**src/rtl/wb_uart_mc_pkg.sv**
```systemverilog
// wb_uart_mc_pkg: register map, bit positions and shared types for the multi-channel UART
package wb_uart_mc_pkg;
  localparam logic [1:0] REG_DATA = 2'd0;
  localparam logic [1:0] REG_STATUS = 2'd1;
  localparam logic [1:0] REG_CTRL = 2'd2;
  localparam logic [1:0] REG_FLAGS = 2'd3;
  localparam int ST_RX_NE = 0;
  localparam int ST_TX_FULL = 1;
  localparam int ST_TX_IDLE = 2;
  localparam int ST_RXOVR = 3;
  localparam int ST_FRAMING = 4;
  localparam int ST_TXOVF = 5;
  localparam int ST_RX_CNT = 8;
  localparam int CT_DIV = 0;
  localparam int CT_TX_EN = 16;
  localparam int CT_RX_EN = 17;
  localparam int CT_IRQ_RX = 18;
  localparam int CT_IRQ_TXE = 19;
  localparam int CT_IRQ_ERR = 20;
  typedef enum logic [1:0] {IDLE, START, DATA, STOP} uart_state_t;
  typedef struct packed {
    logic irq_err_en;
    logic irq_txempty_en;
    logic irq_rx_en;
    logic rx_en;
    logic tx_en;
    logic [15:0] div;
  } ctrl_t;
endpackage

```
**src/rtl/wb_uart_mc_channel.sv**
```systemverilog
// uart_channel: one 8N1 port with TX/RX FIFOs, control register, sticky flags and interrupt
module uart_channel
  import wb_uart_mc_pkg::*;
#(
  parameter int FIFO_DEPTH = 8,
  parameter int DIV_RESET = 867
) (
  input  logic        clk,
  input  logic        rst,
  input  logic        wr,
  input  logic        rd,
  input  logic [1:0]  idx,
  input  logic [20:0] wdat,
  output logic [31:0] rdat,
  input  logic        rx,
  output logic        tx,
  output logic        irq
);
  localparam int AW = $clog2(FIFO_DEPTH);
  localparam int CW = AW + 1;
  ctrl_t ctrl;
  logic [7:0] tx_mem [FIFO_DEPTH];
  logic [7:0] rx_mem [FIFO_DEPTH];
  logic [AW-1:0] tx_wp, tx_rp, rx_wp, rx_rp;
  logic [CW-1:0] tx_cnt, rx_cnt;
  logic [2:0] flags;
  logic [2:0] flag_set;
  uart_state_t tx_st, tx_nx, rx_st, rx_nx;
  logic [15:0] tx_div, tx_tmr, rx_div, rx_tmr;
  logic [2:0] tx_bit, rx_bit;
  logic [7:0] tx_sh, rx_sh, rx_dout;
  logic rx_s1, rx_s2, rx_s3;
  logic tx_tick, rx_tick, rx_half, tx_full, rx_full, tx_idle, rx_ne;
  logic tx_push_req, tx_push, tx_pop, rx_push_req, rx_push, rx_pop;
  logic [31:0] status;
  assign tx_tick = tx_tmr == tx_div;
  assign rx_tick = rx_tmr == rx_div;
  assign rx_half = rx_tmr == (rx_div >> 1);
  assign tx_full = tx_cnt == CW'(FIFO_DEPTH);
  assign rx_full = rx_cnt == CW'(FIFO_DEPTH);
  assign tx_idle = tx_cnt == '0 && tx_st == IDLE;
  assign rx_ne = rx_cnt != '0;
  // next frame is fetched from IDLE or straight out of the stop bit, so frames run back to back
  assign tx_pop = ctrl.tx_en && tx_cnt != '0 && (tx_st == IDLE || (tx_st == STOP && tx_tick));
  assign tx_push_req = wr && idx == REG_DATA;
  assign tx_push = tx_push_req && (!tx_full || tx_pop);
  assign rx_push_req = rx_st == STOP && rx_tick && rx_s2;
  assign rx_pop = rd && idx == REG_DATA && (rx_ne || rx_push_req);
  assign rx_push = rx_push_req && (!rx_full || rx_pop);
  assign flag_set = {tx_push_req && !tx_push, rx_st == STOP && rx_tick && !rx_s2, rx_push_req && !rx_push};
  assign rx_dout = rx_ne ? rx_mem[rx_rp] : rx_push_req ? rx_sh : 8'd0;
  assign tx = tx_st == START ? 1'b0 : tx_st == DATA ? tx_sh[0] : 1'b1;
  // status word assembled from live FIFO, shifter and flag state
  always_comb begin
    status = '0;
    status[ST_RX_NE] = rx_ne;
    status[ST_TX_FULL] = tx_full;
    status[ST_TX_IDLE] = tx_idle;
    status[ST_TXOVF:ST_RXOVR] = flags;
    status[ST_RX_CNT +: 8] = 8'(rx_cnt);
  end
  // register read mux
  always_comb begin
    rdat = idx == REG_DATA ? {24'd0, rx_dout} :
           idx == REG_STATUS ? status :
           idx == REG_CTRL ? {11'd0, ctrl} : {26'd0, flags, 3'd0};
  end
  // TX frame sequencing
  always_comb begin
    tx_nx = tx_st;
    case (tx_st)
      IDLE: tx_nx = tx_pop ? START : IDLE;
      START: tx_nx = tx_tick ? DATA : START;
      DATA: tx_nx = tx_tick && tx_bit == 3'd7 ? STOP : DATA;
      default: tx_nx = tx_tick ? (tx_pop ? START : IDLE) : STOP;
    endcase
  end
  // RX frame sequencing; a framing error returns to IDLE, which waits for a fresh falling edge
  always_comb begin
    rx_nx = rx_st;
    case (rx_st)
      IDLE: rx_nx = ctrl.rx_en && rx_s3 && !rx_s2 ? START : IDLE;
      START: rx_nx = rx_half ? (rx_s2 ? IDLE : DATA) : START;
      DATA: rx_nx = rx_tick && rx_bit == 3'd7 ? STOP : DATA;
      default: rx_nx = rx_tick ? IDLE : STOP;
    endcase
  end
  // state registers for both serial FSMs
  always_ff @(posedge clk or posedge rst) begin
    if (rst) begin
      tx_st <= IDLE;
      rx_st <= IDLE;
    end else begin
      tx_st <= tx_nx;
      rx_st <= rx_nx;
    end
  end
  // TX bit timer and shifter; divisor is captured when a frame is fetched
  always_ff @(posedge clk or posedge rst) begin
    if (rst) begin
      tx_tmr <= '0;
      tx_div <= '0;
      tx_bit <= '0;
      tx_sh <= '0;
    end else begin
      tx_tmr <= (tx_st == IDLE || tx_tick) ? '0 : tx_tmr + 16'd1;
      if (tx_pop) begin
        tx_sh <= tx_mem[tx_rp];
        tx_div <= ctrl.div;
        tx_bit <= '0;
      end else if (tx_st == DATA && tx_tick) begin
        tx_sh <= tx_sh >> 1;
        tx_bit <= tx_bit + 3'd1;
      end
    end
  end
  // RX synchroniser, bit timer and shifter; divisor tracks CTRL only while idle
  always_ff @(posedge clk or posedge rst) begin
    if (rst) begin
      {rx_s1, rx_s2, rx_s3} <= 3'b111;
      rx_tmr <= '0;
      rx_div <= '0;
      rx_bit <= '0;
      rx_sh <= '0;
    end else begin
      {rx_s1, rx_s2, rx_s3} <= {rx, rx_s1, rx_s2};
      rx_tmr <= (rx_st == IDLE || (rx_st == START && rx_half) || rx_tick) ? '0 : rx_tmr + 16'd1;
      if (rx_st == IDLE) begin
        rx_div <= ctrl.div;
        rx_bit <= '0;
      end else if (rx_st == DATA && rx_tick) begin
        rx_sh <= {rx_s2, rx_sh[7:1]};
        rx_bit <= rx_bit + 3'd1;
      end
    end
  end
  // FIFO storage
  always_ff @(posedge clk) begin
    if (tx_push) tx_mem[tx_wp] <= wdat[7:0];
    if (rx_push) rx_mem[rx_wp] <= rx_sh;
  end
  // FIFO pointers, control register, sticky flags and registered interrupt
  always_ff @(posedge clk or posedge rst) begin
    if (rst) begin
      {tx_wp, tx_rp, rx_wp, rx_rp} <= '0;
      {tx_cnt, rx_cnt} <= '0;
      ctrl <= '{irq_err_en: 1'b0, irq_txempty_en: 1'b0, irq_rx_en: 1'b0, rx_en: 1'b1, tx_en: 1'b1, div: 16'(DIV_RESET)};
      flags <= '0;
      irq <= 1'b0;
    end else begin
      tx_wp <= tx_wp + AW'(tx_push);
      tx_rp <= tx_rp + AW'(tx_pop);
      tx_cnt <= tx_cnt + CW'(tx_push) - CW'(tx_pop);
      rx_wp <= rx_wp + AW'(rx_push);
      rx_rp <= rx_rp + AW'(rx_pop);
      rx_cnt <= rx_cnt + CW'(rx_push) - CW'(rx_pop);
      if (wr && idx == REG_CTRL)
        ctrl <= '{irq_err_en: wdat[CT_IRQ_ERR], irq_txempty_en: wdat[CT_IRQ_TXE], irq_rx_en: wdat[CT_IRQ_RX],
                  rx_en: wdat[CT_RX_EN], tx_en: wdat[CT_TX_EN], div: wdat[CT_DIV +: 16]};
      flags <= (flags & ~(wr && idx == REG_FLAGS ? wdat[ST_TXOVF:ST_RXOVR] : 3'b000)) | flag_set;
      irq <= (ctrl.irq_rx_en && rx_ne) || (ctrl.irq_txempty_en && tx_idle) || (ctrl.irq_err_en && flags != '0);
    end
  end
endmodule

```
**src/rtl/wb_uart_mc.sv**
```systemverilog
// wb_uart_mc: Wishbone slave front end decoding accesses onto CHANNELS independent UARTs
module wb_uart_mc
  import wb_uart_mc_pkg::*;
#(
  parameter int CHANNELS = 2,
  parameter int FIFO_DEPTH = 8,
  parameter int DIV_RESET = 867
) (
  input  logic                clk,
  input  logic                rst,
  input  logic [31:0]         wb_adr_i,
  input  logic [31:0]         wb_dat_i,
  input  logic [3:0]          wb_sel_i,
  input  logic                wb_we_i,
  input  logic                wb_cyc_i,
  input  logic                wb_stb_i,
  output logic [31:0]         wb_dat_o,
  output logic                wb_ack_o,
  output logic                wb_err_o,
  output logic [CHANNELS-1:0] uart_tx,
  input  logic [CHANNELS-1:0] uart_rx,
  output logic [CHANNELS-1:0] irq
);
  logic [3:0] ch;
  logic [2:0] ri;
  logic req, bad, wr, rd, unused;
  logic [CHANNELS-1:0][31:0] rdat;
  logic [31:0] rsel;
  assign ch = wb_adr_i[8:5];
  assign ri = wb_adr_i[4:2];
  // a request is ignored during its own response cycle so each access acts exactly once
  assign req = wb_cyc_i && wb_stb_i && !wb_ack_o && !wb_err_o;
  assign bad = {28'd0, ch} >= 32'(CHANNELS) || ri > 3'd3;
  assign wr = req && !bad && wb_we_i && (ri[1:0] != REG_DATA || wb_sel_i[0]);
  assign rd = req && !bad && !wb_we_i;
  assign unused = ^{wb_adr_i[31:9], wb_adr_i[1:0], wb_sel_i[3:1], wb_dat_i[31:21]};
  // select the addressed channel's read word
  always_comb begin
    rsel = '0;
    for (int c = 0; c < CHANNELS; c++) rsel = {28'd0, ch} == 32'(c) ? rdat[c] : rsel;
  end
  // single-cycle ack/err response with registered read data
  always_ff @(posedge clk or posedge rst) begin
    if (rst) begin
      wb_ack_o <= 1'b0;
      wb_err_o <= 1'b0;
      wb_dat_o <= '0;
    end else begin
      wb_ack_o <= req && !bad;
      wb_err_o <= req && bad;
      wb_dat_o <= rd ? rsel : '0;
    end
  end
  for (genvar c = 0; c < CHANNELS; c++) begin : g_ch
    uart_channel #(.FIFO_DEPTH(FIFO_DEPTH), .DIV_RESET(DIV_RESET)) u_ch (
      .clk(clk),
      .rst(rst),
      .wr(wr && {28'd0, ch} == 32'(c)),
      .rd(rd && {28'd0, ch} == 32'(c)),
      .idx(ri[1:0]),
      .wdat(wb_dat_i[20:0]),
      .rdat(rdat[c]),
      .rx(uart_rx[c]),
      .tx(uart_tx[c]),
      .irq(irq[c])
    );
  end
endmodule

```
**config.mk**
```make
export PLATFORM = sky130hd
export DESIGN_NAME = wb_uart_mc
export DESIGN_NICKNAME = d
export VERILOG_FILES = /design/src/rtl/wb_uart_mc_pkg.sv /design/src/rtl/wb_uart_mc_channel.sv /design/src/rtl/wb_uart_mc.sv
export SDC_FILE = /design/constraint.sdc
export NUM_CORES = 1
export LEC_CHECK = 0
export BUFFER_PORTS_ARGS = -buffer_cell sky130_fd_sc_hd__buf_4
export CAP_MARGIN = 20
export CORE_AREA = 4 4 238 240
export CTS_CLUSTER_SIZE = 14
export DETAILED_ROUTE_END_ITERATION = 7
export DIE_AREA = 0 0 242 244
export SLEW_MARGIN = 20
export SYNTH_ARGS = -nofsm -noshare
export SYNTH_HDL_FRONTEND = slang
export SYNTH_SLANG_ARGS = --single-unit
```
**constraint.sdc**
```tcl
create_clock -name clk -period 21.5 [get_ports clk]
set_clock_uncertainty 0.2 [all_clocks]
set_input_delay 1.075 -clock clk [delete_from_list [all_inputs] [get_ports clk]]
set_output_delay 1.075 -clock clk [all_outputs]
set_load 0.02 [all_outputs]
```
==> insert_results.sql <==
INSERT INTO impl_metrics (metric_group, metric, value, unit) VALUES
('run_status', 'run_status', 'complete, no violations', ''),
('route', 'met1_length', '25090', 'µm'),
('synth', 'synthesized_cell_area', '24340', 'µm²'),
('placement', 'portbufs', '62', ''),
('setup_path', 'crit_path_max_incr_delay', '0.98', 'ns'),
('route', 'route.vias.total', '13750', ''),
('setup_path', 'timing.critical_path.from', 'g_ch[0].u_ch.tx_tmr[3]', ''),
('synth', 'number_of_synthesized_flops_with_an_enable_pin', '256', ''),
('global_route', 'initial_antenna_violation_count', '4', ''),
('setup_path', 'path_buf_inv', '0', ''),
('synth', 'post_synth_fa_ha_maj_area_fraction', '2.899', '%'),
('clocking', 'clock_tree.buffer_depth', '3', ''),
('global_route', 'via_count_of_the_first_global_routing_pass', '14250', ''),
('synth', 'post_synth_mux_area_share', '13.46', '%'),
('floorplan', 'floorplan.initialDensity', '44.53', '%'),
('setup_path', 'critPathTopFamily', 'simple AND/OR/NAND/NOR gates', ''),
('setup_path', 'count_of_cells_along_the_worst_register_to_register_path', '6', ''),
('route', 'remaining_drc_errors', '0', ''),
('clocking', 'clock-root-buffer', 'sky130_fd_sc_hd__clkbuf_16', ''),
('setup_path', 'critical_path.cell_chain', 'xor2_1 -> nor4_1 -> nand4_1 -> o21ai_2 -> o21ai_2 -> nor4b_2', ''),
('timing', 'setup_viol_count_final', '0', ''),
('floorplan', 'fp-row-count', '86', ''),
('timing', 'period_share', '17.76', '%'),
('clocking', 'cts_made_buffers', '58', ''),
('route', 'route.antenna.remaining_nets', '0', ''),
('timing', 'rel_slew_slack', '26.41', '%'),
('clocking', 'worstSkewPairLatency', '0.63', 'ns'),
('placement', 'gpl.final_weighted_congestion', '0.8421', ''),
('synth', 'ys.warnings.count', '0', ''),
('synth', 'netlist-cell-type-count', '75', ''),
('setup_path', 'worst_setup_path_end_kind', 'flip-flop', ''),
('power_and_ir_drop', 'max-vdd-ir-drop', '0.00007479', 'V'),
('clocking', 'clk_pin_slew_worst_paths', '0.06', 'ns'),
('synth', 'yosys.area.top_type_share', '31.58', '%'),
('synth', 'synth_top_cell_by_area', 'sky130_fd_sc_hd__edfxtp_1', ''),
('route', 'met3RoutedLength', '2869', 'µm'),
('clocking', 'postCtsSetupBuffers', '0', ''),
('route', 'detail_route.wirelength', '55320', 'µm'),
('floorplan', 'fp.dieH', '244', 'µm'),
('floorplan', 'ioPinCount', '113', ''),
('timing', 'max_clock_freq', '261.9', 'MHz'),
('synth', 'synth_xor_xnor_area_share', '6.009', '%'),
('floorplan', 'die_area', '59050', 'µm²'),
('synth', 'top_flip_flop_cell_by_instance_count_after_synthesis', 'sky130_fd_sc_hd__dfrtp_1', ''),
('timing', 'timing.final.hold_violations', '0', ''),
('power_and_ir_drop', 'power_per_cell_area', '98.25', 'nW/µm²'),
('timing', 'finalMaxSlewViolations', '0', ''),
('route', 'detailroute.wirelength.met2', '26010', 'µm'),
('setup_path', 'launch_point_of_the_worst_reg_to_reg_path', 'g_ch[0].u_ch.tx_tmr[3]', ''),
('global_route', 'grt_usage', '18.85', '%'),
('setup_path', 'critical_path_cell_with_the_highest_stage_delay', 'sky130_fd_sc_hd__nor4b_2', ''),
('synth', 'async_reset_ff_share', '53.87', '%'),
('synth', 'synth-compound-area-share', '4.153', '%'),
('synth', 'yosys-top-cells-area', 'sky130_fd_sc_hd__edfxtp_1 32%, sky130_fd_sc_hd__dfrtp_1 28%, sky130_fd_sc_hd__mux2_2 5.9%', ''),
('clocking', 'ctsResizeCount', '0', ''),
('layout', 'drive_above_1_share', '23.73', '%'),
('clocking', 'cts_htree_levels', '2', ''),
('setup_path', 'cp_max_fo', '14', ''),
('clocking', 'holdBufCountCts', '0', ''),
('clocking', 'cts_tree', 'built', ''),
('worst_hold_path', 'worst_hold_path_type', 'reg2reg', ''),
('clocking', 'tritoncts_num_sinks', '555', ''),
('layout', 'diodes', '0', ''),
('setup_path', 'worst-endpoint-arrival', '3.85', 'ns'),
('floorplan', 'fp.coreArea', '54660', 'µm²'),
('setup_path', 'worstSetupPathType', 'reg2reg', ''),
('synth', 'syn_avg_cell_area', '14.34', 'µm²'),
('job', 'reported_max_cap_violation_count', '0', ''),
('timing', 'unrepaired_setup_endpoints_after_global_routing', 'no', ''),
('setup_path', 'worstPathRequired', '21.53', 'ns'),
('placement', 'place_hpwl', '37160', 'µm');
-- layer usage --
metal / GRT usage [%] / vias up
met3: 4.167 / 94
met1: 26.41 / 7048
li1: - / 6332
met5: 0 / -
met2: 29.95 / 274
met4: 5.412 / 6
-- worst paths after layout --
check / end / slack, ns
max: g_ch[0].u_ch.tx_mem[2][4] / 17.68
min: g_ch[0].u_ch.rx_s2 / 0.15
max reg2reg: g_ch[0].u_ch.tx_mem[2][4] / 17.68
min reg2reg: g_ch[0].u_ch.rx_s2 / 0.15
max in group asynchronous: g_ch[0].u_ch.tx_wp[1] / 19.54
min in group asynchronous: g_ch[1].u_ch.tx_tmr[9] / 0.27
-- final cells by class --
cell class | count | area [µm²]
multi-input cells | 1007 | 8574
fillers | 4624 | 27080
flip-flops and latches | 555 | 15200
clock inverters | 37 | 447.9
inverters | 52 | 202.7
well taps | 704 | 880.8
repair buffers | 88 | 700.7
clock buffers | 73 | 1578
-- per-stage QoR --
step                instances  area [µm²]  hold slack, ns  util [%]  power [mW]
floorplan                1707       24380          0.1452         -       1.570
global placement         2404       25490          0.1469     46.63       1.666
detailed placement       2405       25520          0.1468     46.69       1.683
CTS                      2515       27550          0.1548     50.39       2.738
global route             2516       27580          0.1568     50.46       2.839
finish                   2516       27580          0.1540     50.46       2.710
-- cells in the final DEF (no fill, tap or decap), types with 7 or more instances in the layout --
cell and count:
sky130_fd_sc_hd__nand2_1 80, sky130_fd_sc_hd__nand2b_1 11, sky130_fd_sc_hd__nor2_1 121, sky130_fd_sc_hd__clkinv_2 13, sky130_fd_sc_hd__edfxtp_1 256, sky130_fd_sc_hd__bufinv_16 8
sky130_fd_sc_hd__a22oi_1 8, sky130_fd_sc_hd__nor2b_1 11, sky130_fd_sc_hd__dfrtp_1 276, sky130_fd_sc_hd__xor2_1 59, sky130_fd_sc_hd__mux4_2 61, sky130_fd_sc_hd__dfstp_2 22
sky130_fd_sc_hd__and3_1 11, sky130_fd_sc_hd__ha_1 50, sky130_fd_sc_hd__xnor2_1 108, sky130_fd_sc_hd__a21oi_1 35, sky130_fd_sc_hd__o32ai_1 11, sky130_fd_sc_hd__clkbuf_1 8
sky130_fd_sc_hd__clkbuf_16 58, sky130_fd_sc_hd__and2_1 11, sky130_fd_sc_hd__nand4_1 31, sky130_fd_sc_hd__nor4_1 19, sky130_fd_sc_hd__mux2_2 127, sky130_fd_sc_hd__buf_4 85
sky130_fd_sc_hd__clkbuf_8 7, sky130_fd_sc_hd__o21ai_0 27, sky130_fd_sc_hd__inv_1 51, sky130_fd_sc_hd__nand3_1 41, sky130_fd_sc_hd__mux2i_1 45, sky130_fd_sc_hd__nor3_1 16
sky130_fd_sc_hd__o221a_2 9, sky130_fd_sc_hd__conb_1 11
-- report_power, final --
part,internal (mW),switching [mW]
clock,0.621,0.430
combinational,0.172,0.199
sequential,1.19,0.0971
total,1.98,0.726
-- synthesized netlist by cell type (4+ instances only) --
master                      instances
sky130_fd_sc_hd__a21o_1             5
sky130_fd_sc_hd__nand2b_1          11
sky130_fd_sc_hd__nand3b_1           6
sky130_fd_sc_hd__ha_1              50
sky130_fd_sc_hd__nor4_1            19
sky130_fd_sc_hd__a221o_1            4
sky130_fd_sc_hd__o32ai_1           11
sky130_fd_sc_hd__nor2b_1           11
sky130_fd_sc_hd__a32oi_1            4
sky130_fd_sc_hd__nor2_1           121
sky130_fd_sc_hd__mux4_2            61
sky130_fd_sc_hd__dfrtp_1          277
sky130_fd_sc_hd__and3_1            11
sky130_fd_sc_hd__nor3b_1            4
sky130_fd_sc_hd__clkbuf_1          44
sky130_fd_sc_hd__nand4_1           31
sky130_fd_sc_hd__dfstp_2           22
sky130_fd_sc_hd__o21ai_1            4
sky130_fd_sc_hd__buf_2             24
sky130_fd_sc_hd__fa_1               4
sky130_fd_sc_hd__a22oi_1            8
sky130_fd_sc_hd__mux2i_1           45
sky130_fd_sc_hd__mux2_2           127
sky130_fd_sc_hd__a32o_1             4
sky130_fd_sc_hd__a21oi_1           35
sky130_fd_sc_hd__inv_1             52
sky130_fd_sc_hd__nor3_1            18
sky130_fd_sc_hd__nand3_1           41
sky130_fd_sc_hd__and2_1            11
sky130_fd_sc_hd__xor2_1            59
sky130_fd_sc_hd__o2111ai_1          6
sky130_fd_sc_hd__o21ai_0           27
sky130_fd_sc_hd__a31oi_1            6
sky130_fd_sc_hd__buf_4             21
sky130_fd_sc_hd__edfxtp_1         256
sky130_fd_sc_hd__xnor2_1          108
sky130_fd_sc_hd__or3_1              5
sky130_fd_sc_hd__o221a_2            9
sky130_fd_sc_hd__nand2_1           80
sky130_fd_sc_hd__o22ai_1            4
-- worst reg2reg max path: stages (launching register included) --
cell and delay [ns]:
sky130_fd_sc_hd__dfrtp_1 0.45, sky130_fd_sc_hd__xor2_1 0.17, sky130_fd_sc_hd__nor4_1 0.35, sky130_fd_sc_hd__nand4_1 0.64
sky130_fd_sc_hd__o21ai_2 0.42, sky130_fd_sc_hd__o21ai_2 0.22, sky130_fd_sc_hd__nor4b_2 0.98
-- logic make-up (layout without fill, tap and decap cells) --
| group | after synthesis | count (layout) |
|---|---|---|
| flops | 555 | 555 |
| simple gates | 394 | 394 |
| mux | 235 | 235 |
| xor+xnor | 167 | 167 |
| compound gates | 146 | 146 |
| buf+inv | 145 | 250 |
| fa+ha+maj | 54 | 54 |
| other cells | 1 | 11 |
-- state kept, by name, indices dropped and copies added (netlist names), 21 cells and up --
signal            cells
g_ch.u_ch.rx_mem    128
g_ch.u_ch.tx_mem    128
g_ch.u_ch.ctrl       42
g_ch.u_ch.rx_div     32
g_ch.u_ch.rx_tmr     32
g_ch.u_ch.tx_div     32
g_ch.u_ch.tx_tmr     32
wb_dat_o             21
Power figures use the tool's default switching activity.
